[config.mk]
export PLATFORM = sky130hd
export DESIGN_NAME = mtsp_bus_rdata_packer
export DESIGN_NICKNAME = d
export VERILOG_FILES = /design/src/rtl/mtsp_bus_rdata_packer.sv
export SDC_FILE = /design/constraint.sdc
export NUM_CORES = 1
export LEC_CHECK = 0
export BUFFER_PORTS_ARGS = -buffer_cell sky130_fd_sc_hd__buf_2
export CAP_MARGIN = 20
export CELL_PAD_IN_SITES_DETAIL_PLACEMENT = 0
export CELL_PAD_IN_SITES_GLOBAL_PLACEMENT = 1
export CORE_ASPECT_RATIO = 0.6
export CORE_UTILIZATION = 40
export CTS_CLUSTER_DIAMETER = 60
export DETAILED_ROUTE_END_ITERATION = 8
export HOLD_SLACK_MARGIN = 0.12
export PLACE_DENSITY_LB_ADDON = 0.1
export SLEW_MARGIN = 0
export SYNTH_ARGS = -nofsm -noshare
export SYNTH_HDL_FRONTEND = slang
export SYNTH_SLANG_ARGS = --single-unit
export TNS_END_PERCENT = 20
[constraint.sdc]
create_clock -name CLK -period 2.4 [get_ports CLK]
set_input_delay 0.12 -clock CLK [delete_from_list [all_inputs] [get_ports CLK]]
set_output_delay 0.12 -clock CLK [all_outputs]
set_load 0.02 [all_outputs]
[src/rtl/mtsp_bus_rdata_packer.sv]
// Packs four 64-bit bus read beats into one 256-bit DWORDx8 word and flags each complete word.
// Optional macro MTSP_RDATA_OVERRUN_CHECK_EN builds a sticky error for beats arriving while idle.
module mtsp_bus_rdata_packer #(
  parameter int BEAT_W = 64,
  parameter int LEN_W  = 9
) (
  input  logic                  CLK,
  input  logic                  nRST,
  input  logic                  CMD_VALID,
  input  logic [LEN_W-1:0]      CMD_SIZE,
  output logic                  CMD_READY,
  input  logic [BEAT_W/64-1:0]  RVALID,
  input  logic [BEAT_W-1:0]     RDATA,
  output logic                  RREADY,
  output logic                  MEM_OE,
  output logic [255:0]          MEM_ODATA,
  output logic                  BUSY,
  output logic                  ERR
);

  typedef enum logic {IDLE = 1'b0, RECV = 1'b1} state_t;

  state_t             state;
  state_t             state_nxt;
  logic [LEN_W-1:0]   word_cnt;
  logic [1:0]         beat_idx;
  logic [255:0]       odata;
  logic               oe;
  logic               cmd_fire;
  logic               beat_fire;
  logic               word_done;
  logic               last_word;

  // A zero-length command is a no-op, so it never counts as a handshake.
  assign cmd_fire  = (state == IDLE) && CMD_VALID && (CMD_SIZE != {LEN_W{1'b0}});
  assign beat_fire = (state == RECV) && RVALID[0];
  assign word_done = beat_fire && (beat_idx == 2'd3);
  assign last_word = word_done && (word_cnt == {{(LEN_W-1){1'b0}}, 1'b1});

  // Next-state decode.
  always_comb begin
    state_nxt = state;
    case (state)
      IDLE: begin
        if (cmd_fire) begin
          state_nxt = RECV;
        end else begin
          state_nxt = IDLE;
        end
      end
      RECV: begin
        if (last_word) begin
          state_nxt = IDLE;
        end else begin
          state_nxt = RECV;
        end
      end
      default: state_nxt = IDLE;
    endcase
  end

  // State register.
  always_ff @(posedge CLK or negedge nRST) begin
    if (!nRST) begin
      state <= IDLE;
    end else begin
      state <= state_nxt;
    end
  end

  // Lanes are written in place; only whole words are announced through MEM_OE.
  always_ff @(posedge CLK or negedge nRST) begin
    if (!nRST) begin
      word_cnt <= {LEN_W{1'b0}};
      beat_idx <= 2'd0;
      odata    <= 256'd0;
      oe       <= 1'b0;
    end else begin
      oe <= word_done;
      if (cmd_fire) begin
        word_cnt <= CMD_SIZE;
        beat_idx <= 2'd0;
      end else if (beat_fire) begin
        odata[{beat_idx, 6'b000000} +: 64] <= RDATA[63:0];
        beat_idx <= beat_idx + 2'd1;
        if (word_done) begin
          word_cnt <= word_cnt - {{(LEN_W-1){1'b0}}, 1'b1};
        end
      end
    end
  end

  assign CMD_READY = (state == IDLE);
  assign RREADY    = (state == RECV);
  assign BUSY      = (state == RECV);
  assign MEM_OE    = oe;
  assign MEM_ODATA = odata;

`ifdef MTSP_RDATA_OVERRUN_CHECK_EN
  logic err;

  // Sticky flag for read beats that show up with no command in progress.
  always_ff @(posedge CLK or negedge nRST) begin
    if (!nRST) begin
      err <= 1'b0;
    end else if ((state == IDLE) && RVALID[0]) begin
      err <= 1'b1;
    end
  end

  assign ERR = err;
`else
  assign ERR = 1'b0;
`endif

endmodule
==> results of run 1 <==
==> timing repair <==
item / CTS / global route
hold buffers: 78 / 0
setup endpoints to repair: 0 / 1
gates resized for setup: 0 / 1
endpoints found under the hold margin: 521 / 0
==> path summary, 6_finish.rpt <==
| kind | start | slack [ns] | end |
|---|---|---|---|
| max | CMD_SIZE[5] | 0.14 | word_cnt[0] |
| min | nRST | 0.16 | MEM_ODATA[94] |
| max reg2reg | beat_idx[0] | 0.17 | MEM_ODATA[34] |
| min reg2reg | MEM_ODATA[67] | 0.50 | MEM_ODATA[67] |
| max in group asynchronous | nRST | 1.51 | MEM_ODATA[2] |
| min in group CLK | CMD_SIZE[2] | 0.38 | word_cnt[2] |
==> layout by cell type (no fill, tap or decap), types with 2 or more instances in the layout <==
cell type / count
clkbuf_1: 5
inv_1: 10
clkinv_2: 3
a221o_2: 2
ha_1: 7
o311ai_0: 2
nand3_1: 2
dfrtp_1: 268
o21ai_0: 2
nor3_1: 2
a22o_1: 256
buf_4: 12
a221o_1: 5
nor2_1: 5
nand3_4: 4
buf_12: 11
xnor2_1: 2
clkbuf_16: 27
a21oi_1: 4
buf_2: 335
bufinv_16: 2
clkbuf_8: 8
clkinvlp_4: 3
nand2_1: 5
nand2b_1: 2
nor4_4: 3
dlygate4sd3_1: 78
==> sequential cells by signal (all words and copies together), names as in the netlist <==
signal     count
MEM_OE         1
MEM_ODATA    256
word_cnt       9
BUSY           1
beat_idx       2
==> area by class of cell <==
cell class | instances | area (um2)
fillers | 1947 | 9883
well taps | 315 | 394.1
clock inverters | 8 | 97.59
repair buffers | 437 | 2783
inverters | 10 | 37.54
multi-input cells | 321 | 2833
flip-flops and latches | 269 | 6733
clock buffers | 40 | 804.5
==> through the flow <==
step | area, um2 | std cells | hold WS (ns) | total power (uW)
6_report | 13680 | 1400 | 0.1635 | 18760
5_1_grt | 13680 | 1400 | 0.2175 | 19710
4_1_cts | 13680 | 1400 | 0.1882 | 18880
3_5_place_dp | 12000 | 1274 | 0.1525 | 14470
3_3_place_gp | 12000 | 1274 | 0.1556 | 14430
2_1_floorplan | 9791 | 658 | -0.1756 | 11510
==> cells by family (layout without fill, tap and decap cells) <==
logic type               Yosys count  after routing  synth area share (%)
AO/OA/AOI/OAI                    277            277                 24.75
XOR/XNOR                           2              2                0.1789
adder cells (fa/ha/maj)            7              7                0.8945
buffers and inverters             68            495                 2.978
flip-flops                       269            269                 68.75
multiplexers                       1              1                0.1022
other                              1              1               0.03830
AND/OR/NAND/NOR                   33             33                 2.301
==> where the power goes <==
group / internal, uW / switching (uW)
Sequential: 6220 / 1030
Clock: 2520 / 1700
Combinational: 2810 / 4470
==> metal layers <==
layer / routed length [um] / part of all wire, %
met3: 2139 / 7.0
met5: 0 / 0
met1: 14720 / 48
met2: 13060 / 43
met4: 472 / 1.6
==> flow_summary.ini, run 1 <==
[outcome]
status = completed

[placed_design]
dp_hpwl_um = 19960
place_congestion = 0.7982
portBuffers = 336
place_ws_ns = 0.2112

[setup_path]
path_buf_inv = 3
slowest_delay_ns = 0.56
cp_top_family = buffers and inverters
crit_path_end_kind = register
worstPathCellList = dlygate4sd3_1 -> buf_2 -> or4_1 -> o41a_4 -> nor2_4 -> a221oi_1 -> dlygate4sd3_1
crit_type = primary input to register
crit_top_cell = dlygate4sd3_1
required_ns = 2.81
cpMaxStageDelayCell = dlygate4sd3_1
cp.arrival_ns = 2.66
start_kind = primary input
rr_worst_depth = 5
cp.depth = 7
cp_max_fo = 7

[timing]
fin_setup_tns_ns = 0
maxSlewViolCount = 0
setup_violations = 0
finalCritPeriodShare_pct = 94.09
worst_slew_pin_slew_ns = 0.8497
rsz0062_at_grt = no
relSlewSlack_pct = 43.35
final-hold-violation-count = 0
fin_ws_ns = 0.1420
fin_skew_ns = 0.01357
fin_crit_ns = 2.258
fmax_mhz = 442.9

[synthesis]
syn_nets = 742
synthTopCellsByArea = dfrtp_1, a22o_1, clkbuf_1, ha_1, buf_2
synth_top_area_cell = dfrtp_1
avgSynthCellArea_um2 = 14.88
synth_top_area_share_pct = 68.75
ys.flop_type = dfrtp_1
ys_ff_latch = 269
yosysWarningCount = 0
netlist_area_mm2 = 0.009791
ys_seq_area_share_pct = 68.75
synth_most_common_cell = dfrtp_1
yosysUniqueCellTypes = 38
synth_edf_count = 0
async_flop_share_pct = 100.0
netlist_top_cells_count = dfrtp_1, a22o_1, clkbuf_1
synth_cells = 658

[detailed_routing]
ant_nets = 0
wl_per_cell_um = 21.71
first_iter_violations = 398
routed_wl_um = 30400
num_vias = 7576
viasPerCell = 5.411
dr.pass1.iters = 4
route.detailed.drc = 0

[power_and_ir_drop]
leakage_uw = 0.007388
irDropWorstVdd_uv = 505.5
cellPowerDensity_mw_per_mm2 = 1371

[clock_network]
root_buffer = clkbuf_16
cts_buffer_depth = 3
htreeDepth = 1
cts.sink_count = 269
cts_buffers = 26
clkTransAtPathRegs_ns = 0.06
cts_tree = built
postCtsSetupBuffers = 0
clock_latency_ns = 0.52

[grt]
grt-busiest-layer = met1
antenna_found_initial = 0
grt_pass1_vias = 7544
grt_util_met2_pct = 34.31
grt_util_met1_pct = 37.27
track_usage_pct = 24.05
gr-usage-met3_pct = 5.403
grt_remaining_overflow = 0
grt_pass1_wl_um = 46260
grt_max_degree = 76

[floorplan]
die_w_um = 204.0
dieArea_mm2 = 0.02513
die_h_um = 123.2
num_io_pins = 338
fp-row-count = 43
start_util_pct = 41.55
coreArea_mm2 = 0.02357

[cells_and_area]
syn_to_final_growth_pct = 39.74
diodes = 0
utilization_pct = 58.06
drive_gt1_share_pct = 38.43
fin_nets = 1149

[run]
max-cap-violations = 0

[hold_path]
hold_class = primary input to async pin
Power figures use the tool's default switching activity.
==> inputs of run 2 (changes only) <==
- CORE_UTILIZATION: 40 -> 43
- clock period: 2.4 -> 2.92 ns (I/O delays scaled with it)
==> run 2 against run 1 <==
Total power fell by 18%. Flip-flop and latch count stayed put. Non-clock buffer count is 7 lower. Via count up 1.9%. Largest power group is now sequential cells.
==> flow_summary.ini, run 2 (synthesized netlist as in run 1, its figures left out) <==
[clock_network]
cts.sink_count = 269
clock_latency_ns = 0.51
clkTransAtPathRegs_ns = 0.07
cts_resized = 0
root_buffer = clkbuf_16
cts_tree = built
cts_buffer_depth = 3
htreeDepth = 1
postCtsSetupBuffers = 0
cts_buffers = 25

[cells_and_area]
fin_area_mm2 = 0.01351
syn_to_final_growth_pct = 37.98
utilization_pct = 60.92
drive_gt1_share_pct = 38.05
fillers = 1759
diodes = 0
stdcell_count = 1383
final_common_cell = buf_2
fin_nets = 1141
largest_reg_flops = 256
multi_input_area_mm2 = 0.002810
seq_area_mm2 = 0.006731
final_cell_mix = buf_2, dfrtp_1, a22o_1

[floorplan]
die_h_um = 118.9
dieArea_mm2 = 0.02340
die_w_um = 196.8
num_io_pins = 338
coreArea_mm2 = 0.02218
start_util_pct = 44.15
fp-row-count = 42

[setup_path]
worstPathCellList = inv_1 -> ha_1 -> inv_1 -> nor4_4 -> buf_4 -> a22o_1
rr_endpoint = MEM_ODATA[187]
path_buf_inv = 3
slowest_delay_ns = 0.50
cpMaxStageDelayCell = buf_4
required_ns = 3.35
cp.arrival_ns = 2.83
cp_top_family = buffers and inverters
reg2reg_slack_ns = 0.52
timing.rr.start = beat_idx[0]
cp_max_fo = 41
crit_path_end_kind = register
rr_worst_depth = 6
crit_top_cell = inv_1
start_kind = register
crit_type = register to register

[power_and_ir_drop]
cellPowerDensity_mw_per_mm2 = 1145
power_uw = 15470
irDropWorstVdd_uv = 512.0
p_int_uw = 9556
combPwrFrac_pct = 38.1
clkPwrFrac_pct = 23.1
pwr-share-seq_pct = 38.8
power_switching_uw = 5918
p_sw_share_pct = 38.24
leakage_uw = 0.007342

[placed_design]
placed_area_mm2 = 0.01184
portBuffers = 336
dp_hpwl_um = 19950
placed_cells = 1262
place_congestion = 0.8281

[detailed_routing]
routed_wl_um = 30660
first_iter_violations = 487
ant_nets = 0
num_vias = 7719
dr.pass1.iters = 5
viasPerCell = 5.581
route.detailed.drc = 0
wl_per_cell_um = 22.17

[outcome]
status = completed

[timing]
fin_skew_ns = 0.01133
rsz0062_at_grt = no
maxSlewViolCount = 0
relSlewSlack_pct = 42.98
fmax_mhz = 416.9
worst_slew_pin_slew_ns = 0.8553
final-hold-violation-count = 0
fin_crit_ns = 2.399
finalCritPeriodShare_pct = 82.15
fin_setup_tns_ns = 0
setup_violations = 0

[hold_path]
min_to = word_cnt[4]
min-delay-start = CMD_VALID
worstHoldPathCells = 4
hold_class = primary input to register

[grt]
antenna_found_initial = 0
track_usage_pct = 26.31
grt_max_degree = 105
grt_pass1_vias = 8015
grt_pass1_wl_um = 47850
grt_remaining_overflow = 0

[run]
max-cap-violations = 0
## run 2: cell types whose count changed in the layout (fill, tap and decap cells not counted)
cell / delta
clkinv_2: +1
buf_12: -7
buf_4: +2
clkbuf_8: -1
dfrtp_1: +1
nand3_2: +3
clkbuf_1: -1
dfrtp_2: -1
clkinvlp_4: -3
bufinv_16: +3
dlygate4sd3_1: -2
clkbuf_16: -2
nand3_4: -3
## run 2: what timing repair did
action	in CTS	in global routing
endpoints found under the hold margin	366	0
hold buffers	76	0
setup endpoints to repair	0	0
## run 2: worst max path at each step
stage | cells past startpoint | slack, ns | start | to
3_3_place_gp | 6 | 0.74 | beat_idx[0] | MEM_ODATA[174]
4_1_cts | 6 | 0.53 | beat_idx[0] | MEM_ODATA[187]
5_1_grt | 6 | 0.38 | beat_idx[0] | MEM_ODATA[148]
2_1_floorplan | 6 | 0.90 | beat_idx[0] | MEM_ODATA[132]
3_5_place_dp | 6 | 0.55 | beat_idx[0] | MEM_ODATA[145]
6_report | 6 | 0.52 | beat_idx[0] | MEM_ODATA[187]
## run 2: cell type report
type                    count  area share (%)
well taps                 308           2.853
inverters                  10          0.2779
flip-flops and latches    269           49.83
clock inverters             9           1.260
clock buffers              36           5.455
repair buffers            430           19.52
multi-input cells         321           20.80
## run 2: stage by stage
stage / hold WS, ns / setup slack, ns
after global routing: 0.1904 / 0.3787
after floorplan: -0.1496 / 0.9016
after detailed placement: 0.2472 / 0.5492
final: 0.1834 / 0.5211
after CTS: 0.1674 / 0.5292
after global placement: 0.2134 / 0.7408
## run 2: routing by layer
| metal | wire length, um | GRT usage, % | up-vias |
|---|---|---|---|
| li1 | - | - | 3356 |
| met1 | 13750 | 38.73 | 3984 |
| met2 | 13870 | 39.80 | 336 |
| met3 | 2373 | 5.721 | 43 |
| met4 | 661 | 6.492 | 0 |
| met5 | 0 | 0 | - |
## run 2: worst register-to-register path, delay by kind of cell, from the launching register on
family / cells / cell delay [ns]
flops: 1 / 0.49
fa+ha+maj: 1 / 0.46
buf+inv: 3 / 0.88
compound gates: 1 / 0.25
simple gates: 1 / 0.26
## run 2: power by group through the flow
stage / Clock [uW] / Sequential, uW / Combinational (uW)
floorplan: 0 / 7540 / 1920
global placement: 0 / 5970 / 5730
detailed placement: 0 / 6020 / 5840
CTS: 3620 / 5980 / 5940
global route: 3780 / 6160 / 6260
finish: 3570 / 6000 / 5900
==> inputs of run 3 (changes only) <==
- ABC_AREA: unset -> 1
- CORE_UTILIZATION: 43 -> 35
- clock period: 2.92 -> 2 ns (I/O delays scaled with it)
==> run 3 against run 2 <==
Utilization is 13 points lower. Critical path depth grew 1. Final area up 16%. Cell count up 57%. Global-route usage fell by 0.94 points. Register-to-register slack worse by 0.27 ns. Total power up 67%. Clock-buffer cell count grew 3. Critical endpoint is now MEM_ODATA[55].
==> flow_summary.ini, run 3 <==
[setup_path]
worstPathCellList = inv_1 -> ha_1 -> inv_1 -> nor2_4 -> buf_12 -> nand4_1 -> nand2_1
cp_max_fo = 36
required_ns = 2.48
slowest_delay_ns = 0.42
start_kind = register
path_buf_inv = 3
cp.arrival_ns = 2.23
cp_top_family = buffers and inverters
cpMaxStageDelayCell = dfrtp_1
crit_path_end_kind = register
crit_type = register to register
crit_top_cell = inv_1

[floorplan]
die_h_um = 143.5
coreArea_mm2 = 0.03261
fp-row-count = 51
num_io_pins = 338
dieArea_mm2 = 0.03414
die_w_um = 237.9
start_util_pct = 35.83

[detailed_routing]
met1_length_um = 19740
num_vias = 11220
first_iter_violations = 746
routed_wl_um = 43150
wl_met2_um = 19630
route.detailed.drc = 0
ant_nets = 0
dr.pass1.iters = 5
dr.max_layer_used = met4
viasPerCell = 5.168
wl_per_cell_um = 19.87
wl_met3_um = 2786

[placed_design]
dp_hpwl_um = 27480
portBuffers = 336
place_congestion = 0.8058

[timing]
fin_crit_ns = 1.751
relSlewSlack_pct = 42.23
fmax_mhz = 571.2
setup_violations = 0
rsz0062_at_grt = no
final-hold-violation-count = 0
maxSlewViolCount = 0
fin_setup_tns_ns = 0
worst_slew_pin_slew_ns = 0.8666
fin_hold_ws_ns = 0.1492
finalCritPeriodShare_pct = 87.53
fin_skew_ns = 0.01835

[outcome]
status = completed

[synthesis]
avgSynthCellArea_um2 = 8.784
synth_cells = 1330
async_flop_share_pct = 100.0
syn_nets = 1414
ys.flop_type = dfrtp_1
netlist_area_mm2 = 0.01168
yosysWarningCount = 0
synth_top_area_share_pct = 57.62
ys_seq_area_share_pct = 57.62
netlist_top_cells_count = nand2_1, dfrtp_1, o21ai_0
synthTopCellsByArea = dfrtp_1, nand2_1, o21ai_0, nand4_1, nand3_1
ys_ff_latch = 269
synth_most_common_cell = nand2_1
synth_top_area_cell = dfrtp_1
yosysUniqueCellTypes = 24
synth_edf_count = 0

[power_and_ir_drop]
leakage_uw = 0.008926
power_switching_uw = 12220
p_int_uw = 13660
clkPwrFrac_pct = 19.5
p_sw_share_pct = 47.23
cellPowerDensity_mw_per_mm2 = 1650
power_uw = 25880
pwr-share-seq_pct = 32.4
combPwrFrac_pct = 48.2
irDropWorstVdd_uv = 1109

[grt]
track_usage_pct = 25.36
antenna_found_initial = 1
grt_max_degree = 79
grt_remaining_overflow = 0
grt_pass1_wl_um = 67050
grt_pass1_vias = 11170

[cells_and_area]
drive_gt1_share_pct = 25.39
fin_nets = 1786
utilization_pct = 48.09
largest_reg_flops = 256
final_common_cell = nand2_1
final_cell_mix = nand2_1, buf_2, dfrtp_1
syn_to_final_growth_pct = 34.24

[clock_network]
cts.sink_count = 269
cts_buffers = 27
clkTransAtPathRegs_ns = 0.06
cts_tree = built
cts_buffer_depth = 3
postCtsSetupBuffers = 0
htreeDepth = 1
clock_latency_ns = 0.55
root_buffer = clkbuf_16

[run]
max-cap-violations = 0

[hold_path]
hold_class = primary input to register
-- run 3: changes by cell type after synthesis, sizes merged, moves of 32 or more --
cell and change:
nand4 +130, inv +54, nand3 +101, a22o -256
o21ai +248, nand2 +349, buf +32
-- run 3: metrics by stage --
step / setup WS, ns / instance area [um2] / std cells
final: 0.2494 / 15680 / 2172
after global routing: 0.09040 / 15680 / 2172
after CTS: 0.2677 / 15680 / 2171
after detailed placement: 0.2888 / 13990 / 2040
after global placement: 0.3288 / 13990 / 2040
after floorplan: 0.04381 / 11680 / 1330
-- run 3: logic make-up after synthesis --
family          Yosys count  synth area share, %
fa+ha+maj                 7               0.7497
buf+inv                 183                6.555
other cells               1              0.03210
xor+xnor                  2               0.1500
compound gates          252                10.82
simple gates            616                24.08
flops                   269                57.62
-- run 3: routing by layer --
metal	up-vias	GRT usage, %
met2	342	39.75
met4	0	6.553
met5	-	0
met3	58	5.436
met1	5579	35.64
li1	5245	-
-- run 3: what timing repair did --
item / CTS / global route
hold endpoints to repair: 536 / 0
hold buffers: 83 / 0
resized for setup: 0 / 0
setup endpoints to repair: 0 / 0
-- run 3: final timing paths --
path	start	to	slack, ns	cells after the start
min in group asynchronous	nRST	MEM_ODATA[224]	0.61	3
max in group asynchronous	nRST	MEM_ODATA[78]	0.63	4
max	beat_idx[1]	MEM_ODATA[55]	0.25	7
min reg2reg	MEM_ODATA[208]	MEM_ODATA[208]	0.48	2
min	CMD_VALID	word_cnt[2]	0.15	5
max reg2reg	beat_idx[1]	MEM_ODATA[55]	0.25	7
-- run 3: worst reg2reg max path, stage by stage (launching register included) --
cell and delay [ns]:
dfrtp_1 0.42, inv_1 0.13, ha_1 0.36, inv_1 0.12, nor2_4 0.16, buf_12 0.23, nand4_1 0.17, nand2_1 0.09
-- run 3: final cells by class --
| cell class | count | area (um2) |
|---|---|---|
| fill | 3238 | 16930 |
| sequential | 269 | 6733 |
| multi-input combinational | 878 | 4229 |
| timing repair buffer | 462 | 3058 |
| clock buffer | 39 | 780.7 |
| tap | 450 | 563.0 |
| inverter | 64 | 242.7 |
| clock inverter | 9 | 73.82 |
| antenna | 1 | 2.502 |
-- run 3: power groups by stage --
| stage | sequential (uW) | clock, uW | combinational [uW] |
|---|---|---|---|
| finish | 8380 | 5040 | 12500 |
| global route | 8630 | 5380 | 13500 |
| CTS | 8390 | 5150 | 12500 |
| detailed placement | 8440 | 0 | 12400 |
| global placement | 8430 | 0 | 12300 |
| floorplan | 10600 | 0 | 4890 |
